$ cat src/rtl/multdiv_unit.sv
// ============================================================================
// multdiv_unit: multi-cycle signed multiply/divide; MULTDIV_BOOTH4_EN selects radix-4 Booth multiply.
// Rev 1.0
// ============================================================================
`default_nettype none

module multdiv_unit #(
  parameter int WIDTH = 32,
  parameter int CNT_W = 6
) (
  input  logic             clock,
  input  logic             ctrl_reset_n,
  input  logic [WIDTH-1:0] data_operandA,
  input  logic [WIDTH-1:0] data_operandB,
  input  logic             ctrl_MULT,
  input  logic             ctrl_DIV,
  output logic [WIDTH-1:0] data_result,
  output logic             data_exception,
  output logic             data_resultRDY,
  output logic             busy
);

  typedef enum logic [1:0] {IDLE = 2'd0, MUL = 2'd1, DIV = 2'd2, DONE = 2'd3} state_t;

`ifdef MULTDIV_BOOTH4_EN
  localparam int              PW       = 2*WIDTH + 3;
  localparam logic [CNT_W-1:0] MUL_ITER = CNT_W'(WIDTH/2);
`else
  localparam int              PW       = 2*WIDTH;
  localparam logic [CNT_W-1:0] MUL_ITER = CNT_W'(WIDTH);
`endif
  localparam logic [CNT_W-1:0] DIV_ITER = CNT_W'(WIDTH);

  state_t             state_q, state_d;
  logic [CNT_W-1:0]   cnt_q, cnt_d;
  logic [WIDTH-1:0]   a_q, a_d, b_q, b_d;
  logic [PW-1:0]      prod_q, prod_d;
  logic [WIDTH-1:0]   result_q, result_d;
  logic               exc_q, exc_d, rdy_q, rdy_d, busy_q, busy_d;

  logic               neg;
  logic [WIDTH-1:0]   b_mag, in_a_mag;
  logic [PW-1:0]      mul_next, mul_init;
  logic [2*WIDTH-1:0] mul_full;
  logic               mul_ovf;
  logic [WIDTH:0]     div_rs, div_diff;
  logic [2*WIDTH-1:0] div_next, div_init;
  logic [WIDTH-1:0]   div_q;
  logic               div_ovf;

  assign neg      = a_q[WIDTH-1] ^ b_q[WIDTH-1];
  assign b_mag    = b_q[WIDTH-1] ? -b_q : b_q;
  assign in_a_mag = data_operandA[WIDTH-1] ? -data_operandA : data_operandA;

`ifdef MULTDIV_BOOTH4_EN
  // Booth works on the signed operands directly; product sits in prod_q[2W:1].
  logic [WIDTH+1:0] pp, bh_sum;
  always_comb begin
    pp = '0;
    case (prod_q[2:0])
      3'b001, 3'b010: pp = {{2{a_q[WIDTH-1]}}, a_q};
      3'b011:         pp = {a_q[WIDTH-1], a_q, 1'b0};
      3'b100:         pp = -{a_q[WIDTH-1], a_q, 1'b0};
      3'b101, 3'b110: pp = -{{2{a_q[WIDTH-1]}}, a_q};
      default:        pp = '0;
    endcase
  end
  assign bh_sum   = prod_q[PW-1:WIDTH+1] + pp;
  assign mul_next = {{2{bh_sum[WIDTH+1]}}, bh_sum, prod_q[WIDTH:2]};
  assign mul_full = prod_q[2*WIDTH:1];
  assign mul_init = {{(WIDTH+2){1'b0}}, data_operandB, 1'b0};
`else
  logic [WIDTH-1:0] a_mag, in_b_mag;
  logic [WIDTH:0]   r2_sum;
  assign a_mag    = a_q[WIDTH-1] ? -a_q : a_q;
  assign in_b_mag = data_operandB[WIDTH-1] ? -data_operandB : data_operandB;
  assign r2_sum   = {1'b0, prod_q[2*WIDTH-1:WIDTH]} + (prod_q[0] ? {1'b0, a_mag} : '0);
  assign mul_next = {r2_sum, prod_q[WIDTH-1:1]};
  assign mul_full = neg ? -prod_q : prod_q;
  assign mul_init = {{WIDTH{1'b0}}, in_b_mag};
`endif

  assign mul_ovf = ~((&mul_full[2*WIDTH-1:WIDTH-1]) | ~(|mul_full[2*WIDTH-1:WIDTH-1]));

  // Restoring divide: {remainder, dividend/quotient} shifts left one bit per step.
  assign div_rs   = prod_q[2*WIDTH-1:WIDTH-1];
  assign div_diff = div_rs - {1'b0, b_mag};
  assign div_next = {div_diff[WIDTH] ? div_rs[WIDTH-1:0] : div_diff[WIDTH-1:0],
                     prod_q[WIDTH-2:0], ~div_diff[WIDTH]};
  assign div_init = {{WIDTH{1'b0}}, in_a_mag};
  assign div_q    = neg ? -prod_q[WIDTH-1:0] : prod_q[WIDTH-1:0];
  assign div_ovf  = (a_q == {1'b1, {(WIDTH-1){1'b0}}}) && (b_q == '1);

  always_comb begin
    state_d  = state_q;
    cnt_d    = cnt_q;
    a_d      = a_q;
    b_d      = b_q;
    prod_d   = prod_q;
    result_d = result_q;
    exc_d    = exc_q;
    rdy_d    = 1'b0;
    busy_d   = busy_q;
    case (state_q)
      MUL: begin
        if (cnt_q == MUL_ITER) begin
          result_d = mul_full[WIDTH-1:0];
          exc_d    = mul_ovf;
          rdy_d    = 1'b1;
          busy_d   = 1'b0;
          state_d  = DONE;
        end else begin
          prod_d = mul_next;
          cnt_d  = cnt_q + CNT_W'(1);
        end
      end
      DIV: begin
        if (b_q == '0) begin
          result_d = '0;
          exc_d    = 1'b1;
          rdy_d    = 1'b1;
          busy_d   = 1'b0;
          state_d  = DONE;
        end else if (cnt_q == DIV_ITER) begin
          result_d = div_q;
          exc_d    = div_ovf;
          rdy_d    = 1'b1;
          busy_d   = 1'b0;
          state_d  = DONE;
        end else begin
          prod_d[2*WIDTH-1:0] = div_next;
          cnt_d = cnt_q + CNT_W'(1);
        end
      end
      DONE:    state_d = IDLE;
      default: ;
    endcase
    // A start pulse always wins, aborting whatever is in flight.
    if (ctrl_MULT || ctrl_DIV) begin
      a_d    = data_operandA;
      b_d    = data_operandB;
      cnt_d  = '0;
      busy_d = 1'b1;
      rdy_d  = 1'b0;
      if (ctrl_MULT) begin
        state_d = MUL;
        prod_d  = mul_init;
      end else begin
        state_d = DIV;
        prod_d  = '0;
        prod_d[2*WIDTH-1:0] = div_init;
      end
    end
  end

  always_ff @(posedge clock or negedge ctrl_reset_n) begin
    if (!ctrl_reset_n) begin
      state_q  <= IDLE;
      cnt_q    <= '0;
      a_q      <= '0;
      b_q      <= '0;
      prod_q   <= '0;
      result_q <= '0;
      exc_q    <= 1'b0;
      rdy_q    <= 1'b0;
      busy_q   <= 1'b0;
    end else begin
      state_q  <= state_d;
      cnt_q    <= cnt_d;
      a_q      <= a_d;
      b_q      <= b_d;
      prod_q   <= prod_d;
      result_q <= result_d;
      exc_q    <= exc_d;
      rdy_q    <= rdy_d;
      busy_q   <= busy_d;
    end
  end

  assign data_result    = result_q;
  assign data_exception = exc_q;
  assign data_resultRDY = rdy_q;
  assign busy           = busy_q;

endmodule

`default_nettype wire

$ cat config.mk
export PLATFORM = sky130hd
export DESIGN_NAME = multdiv_unit
export DESIGN_NICKNAME = d
export VERILOG_FILES = /design/src/rtl/multdiv_unit.sv
export SDC_FILE = /design/constraint.sdc
export NUM_CORES = 1
export LEC_CHECK = 0
export BUFFER_PORTS_ARGS = -buffer_cell sky130_fd_sc_hd__buf_4
export CORE_UTILIZATION = 25
export DETAILED_ROUTE_END_ITERATION = 8
export PLACE_DENSITY = 0.5
export RECOVER_POWER = 50
export SYNTH_ARGS = -nofsm -noshare
export SYNTH_HDL_FRONTEND = slang
export SYNTH_SLANG_ARGS = --single-unit
$ cat constraint.sdc
create_clock -name clock -period 13.4 [get_ports clock]
set_clock_uncertainty 0.15 [all_clocks]
set_input_delay 2.01 -clock clock [delete_from_list [all_inputs] [get_ports clock]]
set_output_delay 2.01 -clock clock [all_outputs]
set_load 0.005 [all_outputs]
==> impl_metrics.json, run 1 <==
{
  "yosysUniqueCellTypes": 83,
  "die_w_um": 249,
  "postCtsHoldBufs": 0,
  "antenna_found_initial": 1,
  "drive_gt1_frac": 0.0992,
  "r2r-end": "prod_q[32]",
  "holdPathEnd": "data_result[9]",
  "drv_cap": 6,
  "cts_made_buffers": 17,
  "clockRootBuffer": "clkbuf_16",
  "syn-num-nets": 2039,
  "core_um2": 60400,
  "worstPathArrival_ps": 6320,
  "worst_r2r_path_depth": 16,
  "path_buf_inv": 1,
  "whs_path_depth": 2,
  "holdCritStartpoint": "data_result[9]",
  "yosysSeqAreaShare": 0.280,
  "synthFlopType": "dfrtp_1",
  "grt_usage": 0.185,
  "rsz0062_at_grt": "false",
  "wl_per_cell_um": 21.2,
  "reg2reg_from": "b_q[10]",
  "core.rowCount": 90,
  "power.leakage_uw": 0.00735,
  "cp-start-kind": "input pin",
  "ctsResizeCount": 0,
  "via_per_inst": 5.39,
  "die_y_um": 249,
  "grt_pass1_wl_um": 88500,
  "htree_num_levels": 4,
  "hpwlAfterDp_um": 44400,
  "cts.reportedPaths.clkPinSlew_ps": 80,
  "drtIter0Drc": 1366,
  "insertion_delay_ps": 490,
  "synth_edf_count": 0,
  "initial_core_util": 0.253,
  "fin_crit_ps": 7380,
  "drcViolationCount": 0,
  "clockBufferDepth": 2,
  "cts_tree": "built",
  "portBuffers": 102,
  "grt_max_degree": 103,
  "drv_slew": 324,
  "ant_nets": 0,
  "status": "complete, but fails checks",
  "cp_max_fo": 102,
  "ir_drop_uv": 88.5,
  "syn_area_per_cell_um2": 8.07,
  "postSynthCellCount": 1894,
  "rrSetupSlack_ps": 7760,
  "synthArstFlopShare": 1.00,
  "fmax_ghz": 0.136,
  "slowest_delay_ps": 4210,
  "die-area_um2": 62200,
  "power.density_nw_per_um2": 100,
  "timing.hold.ws_ps": 332,
  "path_delay_family": "buffers and inverters",
  "worstPathRequired_ps": 12340,
  "failed_checks": "max-capacitance violations, max-slew violations",
  "final_area_um2": 17300,
  "synth-seq-cells": 171,
  "hp-class": "reg2reg",
  "final_cell_mix": "343 x nand2_1, 171 x dfrtp_1, 118 x xnor2_1",
  "nNetsFinal": 2067,
  "critPathKind": "in2async",
  "grt_overflow": 0,
  "cts.sinks": 171,
  "period_share": 0.550,
  "finalSetupTns_ps": 0,
  "n_antenna_cell": 0,
  "maxSlewHeadroom": -3.11,
  "place.gp.congestion": 0.933,
  "place_area_um2": 16800,
  "finalHoldViolCount": 0,
  "firstDrtPassIters": 6,
  "tightestPinTransition_ps": 6160,
  "yosys_warnings": 0,
  "setup_violations": 0,
  "netlist_area_um2": 15300,
  "cp_cell_sequence": "clkbuf_1",
  "cp_slowest_cell": "clkbuf_1",
  "pin_count": 103,
  "fin_util": 0.287,
  "drt-total-wl_um": 57600,
  "crit_path_end_kind": "asynchronous set/reset pin",
  "areaGrowthSynthToFinish_pct": 13.1,
  "grt_pass1_vias": 14200,
  "vias": 14600,
  "final_common_cell": "nand2_1",
  "post_cts_buffers": 0
}
==> how the worst max path moves through the flow <==
stage                 startpoint          to  slack [ps]  cells after the start
finish              ctrl_reset_n     a_q[12]        6020                      1
detailed placement       b_q[10]  prod_q[32]        7780                     16
CTS                      b_q[10]  prod_q[32]        7760                     16
global route        ctrl_reset_n  prod_q[56]        4860                      1
global placement         b_q[10]  prod_q[32]        7770                     16
floorplan                b_q[10]  prod_q[52]        8300                     16
==> synth_stat cells (41+ instances only) <==
library cell / n / share of area
nand2_1: 343 / 0.084
dfrtp_1: 171 / 0.28
xnor2_1: 119 / 0.068
o21ai_0: 116 / 0.038
xor2_1: 114 / 0.065
nor2_1: 103 / 0.025
a21oi_1: 79 / 0.026
clkbuf_1: 77 / 0.019
ha_1: 75 / 0.061
o31ai_1: 53 / 0.026
mux2i_1: 52 / 0.034
a21o_1: 41 / 0.020
==> routing by layer <==
| metal | part of all wire | GRT usage | vias to the layer above |
|---|---|---|---|
| li1 | - | - | 6956 |
| met1 | 0.46 | 0.247 | 7163 |
| met2 | 0.46 | 0.298 | 436 |
| met3 | 0.042 | 0.0190 | 83 |
| met4 | 0.043 | 0.0877 | 0 |
| met5 | 0 | 0 | - |
==> cell families after synthesis <==
kind of cell,count (synthesis),synth area share
AOI/OAI and AO/OA,517,0.226
xor gates and xnor gates,233,0.133
adders and majority gates,77,0.0640
buffers and inverters,148,0.0396
DFF,171,0.280
muxes,64,0.0429
and+or+nand+nor,684,0.214
==> flip-flops by register name (all words and copies together) (netlist names) <==
signal / count
cnt_q: 6
busy: 1
data_result: 32
a_q: 32
data_exception: 1
prod_q: 64
b_q: 32
data_resultRDY: 1
state_q: 2
==> per-stage QoR <==
| stage | power [µW] | worst slack (ps) | std cells |
|---|---|---|---|
| 2_1_floorplan | 1010 | 8300 | 1894 |
| 6_report | 1730 | 6020 | 2717 |
| 3_5_place_dp | 1210 | 7780 | 2685 |
| 5_1_grt | 1820 | 4860 | 2717 |
| 3_3_place_gp | 1210 | 7770 | 2685 |
| 4_1_cts | 1740 | 7760 | 2717 |
==> cell type report <==
type	count	area, µm²
fillers	6574	43100
multi-input cells	1575	10500
flip-flops and latches	171	4280
well taps	782	978
repair buffers	120	852
clock buffers	17	425
clock inverters	15	171
inverters	37	139
==> where the power goes <==
| group | switching (µW) | internal (µW) |
|---|---|---|
| Clock | 273 | 252 |
| Combinational | 356 | 225 |
| Sequential | 78.9 | 550 |
Power figures use the tool's default switching activity.
==> run 2: changes to the inputs <==
--- a/config.mk
+++ b/config.mk
@@ -8,7 +8,7 @@
 export BUFFER_PORTS_ARGS = -buffer_cell sky130_fd_sc_hd__buf_4
 export CORE_UTILIZATION = 25
 export DETAILED_ROUTE_END_ITERATION = 8
-export PLACE_DENSITY = 0.5
+export PLACE_DENSITY = 0.51
 export RECOVER_POWER = 50
 export SYNTH_ARGS = -nofsm -noshare
 export SYNTH_HDL_FRONTEND = slang
==> constraint.sdc (replaced) <==
create_clock -name clock -period 6.3 [get_ports clock]
set_clock_uncertainty 0.15 [all_clocks]
set_input_delay 0.945 -clock clock [delete_from_list [all_inputs] [get_ports clock]]
set_output_delay 0.945 -clock clock [all_outputs]
set_load 0.005 [all_outputs]
==> run 2 against run 1 <==
Net effect: the run still ends with max-capacitance violations, max-slew violations left; sequential share of layout area down 0.059 points; worst setup slack worse by 5500 ps; final area rose by 0.24%; count of clock-buffer cells in the layout did not move; largest cell class unchanged; wire length decreased by 0.70%; critical path depth is 16 higher; final cell count increased by 0.11%; register-to-register slack worse by 7200 ps; first-iteration DRC count is 4.5% higher; global-route usage is 0.19 points lower; via count is essentially flat.
==> impl_metrics.json, run 2 (synthesis gave the netlist of run 1 again) <==
{
  "status": "complete, but fails checks",
  "failed_checks": "max-capacitance violations, max-slew violations",
  "htree_num_levels": 4,
  "rrSetupSlack_ps": 550,
  "cts.reportedPaths.clkPinSlew_ps": 80,
  "place_area_um2": 16800,
  "period_share": 0.912,
  "drcViolationCount": 0,
  "setup_violations": 0,
  "vias": 14600,
  "drt-total-wl_um": 57200,
  "path_buf_inv": 1,
  "power.leakage_uw": 0.00739,
  "largest_reg_flops": 64,
  "clockBufferDepth": 2,
  "initial_core_util": 0.253,
  "areaGrowthSynthToFinish_pct": 13.4,
  "core.rowCount": 90,
  "ir_drop_uv": 210,
  "path_delay_family": "simple AND/OR/NAND/NOR gates",
  "nNetsFinal": 2070,
  "reg2reg_from": "b_q[10]",
  "antenna_found_initial": 1,
  "firstDrtPassIters": 5,
  "n_fill_cell": 6539,
  "drv_slew": 249,
  "crit_path_end_kind": "flop",
  "core_um2": 60400,
  "finalHoldViolCount": 0,
  "power.density_nw_per_um2": 212,
  "power_frac_seq": 0.368,
  "finalSetupTns_ps": 0,
  "wl_per_cell_um": 21.0,
  "final_area_um2": 17300,
  "worst_r2r_path_depth": 17,
  "power.switching_uw": 1490,
  "place.gp.congestion": 0.933,
  "crit_path_start": "b_q[10]",
  "grt_pass1_vias": 14300,
  "grt_pass1_wl_um": 88300,
  "worstPathRequired_ps": 6460,
  "n_antenna_cell": 0,
  "ctsResizeCount": 0,
  "pin_count": 103,
  "cts.sinks": 171,
  "grt_max_degree": 72,
  "hp-class": "reg2reg",
  "rsz0062_at_grt": "false",
  "cp_slowest_cell": "or4_4",
  "worst-path-stages": 17,
  "combPwrFrac": 0.330,
  "maxSlewHeadroom": -1.48,
  "intPower_uw": 2190,
  "grt_overflow": 0,
  "postCtsHoldBufs": 0,
  "clockRootBuffer": "clkbuf_16",
  "fmax_ghz": 0.174,
  "path_common_cell": "nor3_1",
  "via_per_inst": 5.38,
  "sw_frac_of_total": 0.405,
  "cp_cell_sequence": "or4_4 > or4_1 > or3_1 > or2_2 > o31ai_1 > xor2_1 > ha_1 > nand2_1 > nor3_1 > a221oi_1 > o21ai_0 > nor3_1 > a31oi_1 > xor2_4 > buf_4 > mux2i_1 > o21ai_1",
  "cp-start-kind": "flop",
  "final_common_cell": "nand2_1",
  "regMostFlops": "prod_q",
  "die_y_um": 249,
  "drive_gt1_frac": 0.105,
  "ant_nets": 0,
  "fin_crit_ps": 5750,
  "place_inst": 2688,
  "final_cell_count_no_fill": 2720,
  "critPathKind": "reg2reg",
  "hpwlAfterDp_um": 44700,
  "final_cell_mix": "343 x nand2_1, 171 x dfrtp_1, 118 x xnor2_1",
  "portBuffers": 102,
  "critPathCapture": "prod_q[45]",
  "cts_tree": "built",
  "drtIter0Drc": 1428,
  "p_total_uw": 3680,
  "cp_max_fo": 14,
  "grt_usage": 0.183,
  "whs_path_depth": 2,
  "drv_cap": 4,
  "post_cts_buffers": 0,
  "r2r-end": "prod_q[45]",
  "cts_made_buffers": 17,
  "timing.hold.ws_ps": 332,
  "insertion_delay_ps": 480,
  "slowest_delay_ps": 580,
  "worstPathArrival_ps": 5910,
  "clkPwrFrac": 0.302,
  "die_w_um": 249,
  "tightestPinTransition_ps": 3730,
  "die-area_um2": 62200
}
-- run 2: per-layer routing --
metal,GRT usage,vias to the layer above,routed length (µm)
met2,0.306,472,26900
met5,0,-,13
met1,0.243,7127,26000
met3,0.0220,80,2640
li1,-,6960,-
met4,0.0612,2,1670
-- run 2: cell type report --
class                   instances  area (µm²)  share of cell area
clock buffers                  17         425              0.0245
clock inverters                15         166             0.00960
inverters                      37         139             0.00801
multi-input cells            1575       10500               0.603
flip-flops and latches        171        4280               0.247
well taps                     782         978              0.0564
repair buffers                123         892              0.0515
-- run 2: worst min path at each step --
| stage | start | endpoint | slack, ps |
|---|---|---|---|
| after floorplan | data_result[0] | data_result[0] | 320 |
| after global placement | a_q[31] | a_q[31] | 310 |
| after detailed placement | a_q[31] | a_q[31] | 320 |
| after CTS | ctrl_reset_n | state_q[1] | 330 |
| after global routing | a_q[31] | a_q[31] | 370 |
| final | data_result[31] | data_result[31] | 330 |
-- run 2: power by group through the flow --
| stage | clock, µW | sequential, µW | combinational [µW] |
|---|---|---|---|
| finish | 1110 | 1350 | 1210 |
| global route | 1170 | 1360 | 1330 |
| CTS | 1130 | 1350 | 1210 |
| detailed placement | 0 | 1370 | 1200 |
| global placement | 0 | 1370 | 1190 |
| floorplan | 0 | 1270 | 875 |
-- run 2: worst register-to-register path, cell delays in order, from the launching register on --
cell      delay [ps]
dfrtp_1          460
or4_4            580
or4_1            500
or3_1            460
or2_2            340
o31ai_1          250
xor2_1           110
ha_1             370
nand2_1          110
nor3_1           340
a221oi_1         130
o21ai_0          150
nor3_1            80
a31oi_1          370
xor2_4           530
buf_4            360
mux2i_1          230
o21ai_1           90
-- run 2: through the flow --
stage	setup slack, ps	util
global placement	682	0.278
CTS	570	0.288
detailed placement	566	0.278
finish	552	0.287
global route	108	0.287
floorplan	1200	-
==> run 3: changes to the inputs <==
--- a/config.mk
+++ b/config.mk
@@ -5,6 +5,7 @@
 export SDC_FILE = /design/constraint.sdc
 export NUM_CORES = 1
 export LEC_CHECK = 0
+export ABC_AREA = 1
 export BUFFER_PORTS_ARGS = -buffer_cell sky130_fd_sc_hd__buf_4
 export CORE_UTILIZATION = 25
 export DETAILED_ROUTE_END_ITERATION = 8
==> run 3 against run 2 <==
Net effect: the flow still finishes with violations (max-capacitance violations, max-slew violations); register-to-register slack gained 600 ps; fmax rose by 12%; critical path type unchanged; sequential cell count stayed put; global-route usage is 2.3 points higher; via count rose by 30%; non-clock buffer count decreased by 8; worst setup slack better by 600 ps; die area rose by 13%; sequential share of layout area is 2.8 points lower; first-iteration DRC count is 24% higher.
==> impl_metrics.json, run 3 <==
{
  "grt_max_degree": 136,
  "rsz0062_at_grt": "false",
  "yosys-top-cells-area": "dfrtp_1 25%, nand2_1 16%, o21ai_0 8.1%",
  "fin_util": 0.286,
  "drt-total-wl_um": 72600,
  "synth_most_common_cell": "nand2_1",
  "layout.area.seq_um2": 4280,
  "final_common_cell": "nand2_1",
  "drive_gt1_frac": 0.0713,
  "clockRootBuffer": "clkbuf_16",
  "setup_violations": 0,
  "synth_edf_count": 0,
  "p_total_uw": 5170,
  "via_per_inst": 5.00,
  "ctsResizeCount": 0,
  "cts.reportedPaths.clkPinSlew_ps": 80,
  "finalSetupTns_ps": 0,
  "tightestPinTransition_ps": 2030,
  "synth_top_area_cell": "dfrtp_1",
  "htree_num_levels": 4,
  "critPathKind": "reg2reg",
  "postCtsHoldBufs": 0,
  "multi_input_area_um2": 11400,
  "initial_core_util": 0.253,
  "pin_count": 103,
  "cts_made_buffers": 17,
  "ant_nets": 0,
  "nNetsFinal": 3021,
  "clockBufferDepth": 2,
  "vias": 19100,
  "die-area_um2": 70400,
  "n_antenna_cell": 0,
  "synthArstFlopShare": 1.00,
  "power.leakage_uw": 0.00921,
  "timing.hold.ws_ps": 334,
  "portBuffers": 102,
  "drv_slew": 99,
  "synth-seq-cells": 171,
  "place_area_um2": 19000,
  "syn-num-nets": 2978,
  "status": "complete, but fails checks",
  "grt_usage": 0.206,
  "period_share": 0.816,
  "netlist_area_um2": 17300,
  "cp-start-kind": "flop",
  "cts.sinks": 171,
  "hp-class": "reg2reg",
  "cp_slowest_cell": "nand2_1",
  "maxSlewHeadroom": -0.353,
  "fin_crit_ps": 5140,
  "synthTopCellsByCount": "752 x nand2_1, 351 x nor2_1, 316 x inv_1, 280 x o21ai_0, 198 x a21oi_1",
  "slowest_delay_ps": 690,
  "regMostFlops": "prod_q",
  "cts_tree": "built",
  "die_y_um": 265,
  "finalHoldViolCount": 0,
  "holdCritStartpoint": "data_result[7]",
  "core.rowCount": 96,
  "post_cts_buffers": 0,
  "core_um2": 68600,
  "areaGrowthSynthToFinish_pct": 13.0,
  "antenna_found_initial": 0,
  "yosysUniqueCellTypes": 60,
  "synth_top_cell_area_share": 0.247,
  "path_common_cell": "nand2_1",
  "yosys_warnings": 0,
  "firstDrtPassIters": 8,
  "drv_cap": 3,
  "wl_per_cell_um": 19.0,
  "reg2reg_from": "b_q[2]",
  "crit_path_start": "b_q[2]",
  "die_w_um": 265,
  "hpwlAfterDp_um": 58500,
  "worstPathRequired_ps": 6570,
  "drcViolationCount": 0,
  "syn_area_per_cell_um2": 6.12,
  "worstPathArrival_ps": 5410,
  "ir_drop_uv": 172,
  "crit_path_end_kind": "flop",
  "cp_max_fo": 20,
  "n_fill_cell": 7787,
  "rrSetupSlack_ps": 1160,
  "place.gp.congestion": 1.01,
  "failed_checks": "max-capacitance violations, max-slew violations",
  "grt_pass1_wl_um": 110000,
  "final_cell_mix": "752 x nand2_1, 351 x nor2_1, 316 x inv_1",
  "grt_overflow": 0,
  "power.density_nw_per_um2": 264,
  "largest_reg_flops": 64,
  "yosysSeqAreaShare": 0.247,
  "grt_pass1_vias": 17700,
  "postSynthCellCount": 2833,
  "insertion_delay_ps": 500,
  "synthFlopType": "dfrtp_1",
  "fmax_ghz": 0.194,
  "drtIter0Drc": 1768,
  "final_area_um2": 19600
}
run 3: changes by cell type after synthesis, moves of 119 or more:
| cell | delta |
|---|---|
| nand2_1 | +409 |
| inv_1 | +281 |
| nor2_1 | +248 |
| o21ai_0 | +164 |
| nand3_1 | +157 |
| a21oi_1 | +119 |
run 3: power breakdown:
part / leakage [µW] / switching [µW] / total [µW] / internal [µW]
Clock: 0.000307 / 530 / 1180 / 646
Sequential: 0.00218 / 262 / 1470 / 1210
Combinational: 0.00672 / 1750 / 2520 / 774
Total: 0.00921 / 2540 / 5170 / 2630
run 3: critical path, delay by kind of cell (launching register included):
| kind | cells | cell delay [ps] |
|---|---|---|
| AOI/OAI and AO/OA | 4 | 340 |
| xor gates and xnor gates | 1 | 150 |
| adders and majority gates | 1 | 360 |
| buffers and inverters | 3 | 430 |
| DFF | 1 | 440 |
| and+or+nand+nor | 19 | 3180 |
run 3: layer usage:
| metal | share of wire | track usage | vias to the layer above | routed length [µm] |
|---|---|---|---|---|
| met4 | 0.039 | 0.0798 | 0 | 2800 |
| met1 | 0.46 | 0.284 | 8877 | 33400 |
| li1 | - | - | 9460 | - |
| met3 | 0.058 | 0.0294 | 109 | 4180 |
| met2 | 0.44 | 0.323 | 636 | 32300 |
| met5 | 0 | 0 | - | 0 |
run 3: cell families (layout without fill, tap and decap cells):
group,count (synthesis),in the layout,share of synthesized area
simple gates,1459,1459,0.358
compound gates,610,610,0.194
buf+inv,417,472,0.0945
flops,171,171,0.247
xor+xnor,91,91,0.0460
fa+ha+maj,77,77,0.0564
mux,8,8,0.00462
run 3: stage by stage:
| step | setup slack [ps] | std cells |
|---|---|---|
| after floorplan | 2440 | 2833 |
| after global placement | 1350 | 3788 |
| after detailed placement | 1200 | 3788 |
| after CTS | 1160 | 3819 |
| after global routing | 463 | 3819 |
| final | 1160 | 3819 |
run 3: final cells by class:
type / instances / area share
clock buffer: 19 / 0.0226
tap: 931 / 0.0595
inverter: 326 / 0.0625
clock inverter: 12 / 0.00920
multi-input combinational: 2245 / 0.584
sequential: 171 / 0.218
timing repair buffer: 115 / 0.0443
run 3: worst paths after layout:
path | to | depth (start not counted)
max | prod_q[58] | 28
min | data_result[7] | 2
max reg2reg | prod_q[58] | 28
min reg2reg | data_result[7] | 2
max in group asynchronous | prod_q[47] | 2
min in group asynchronous | prod_q[9] | 1
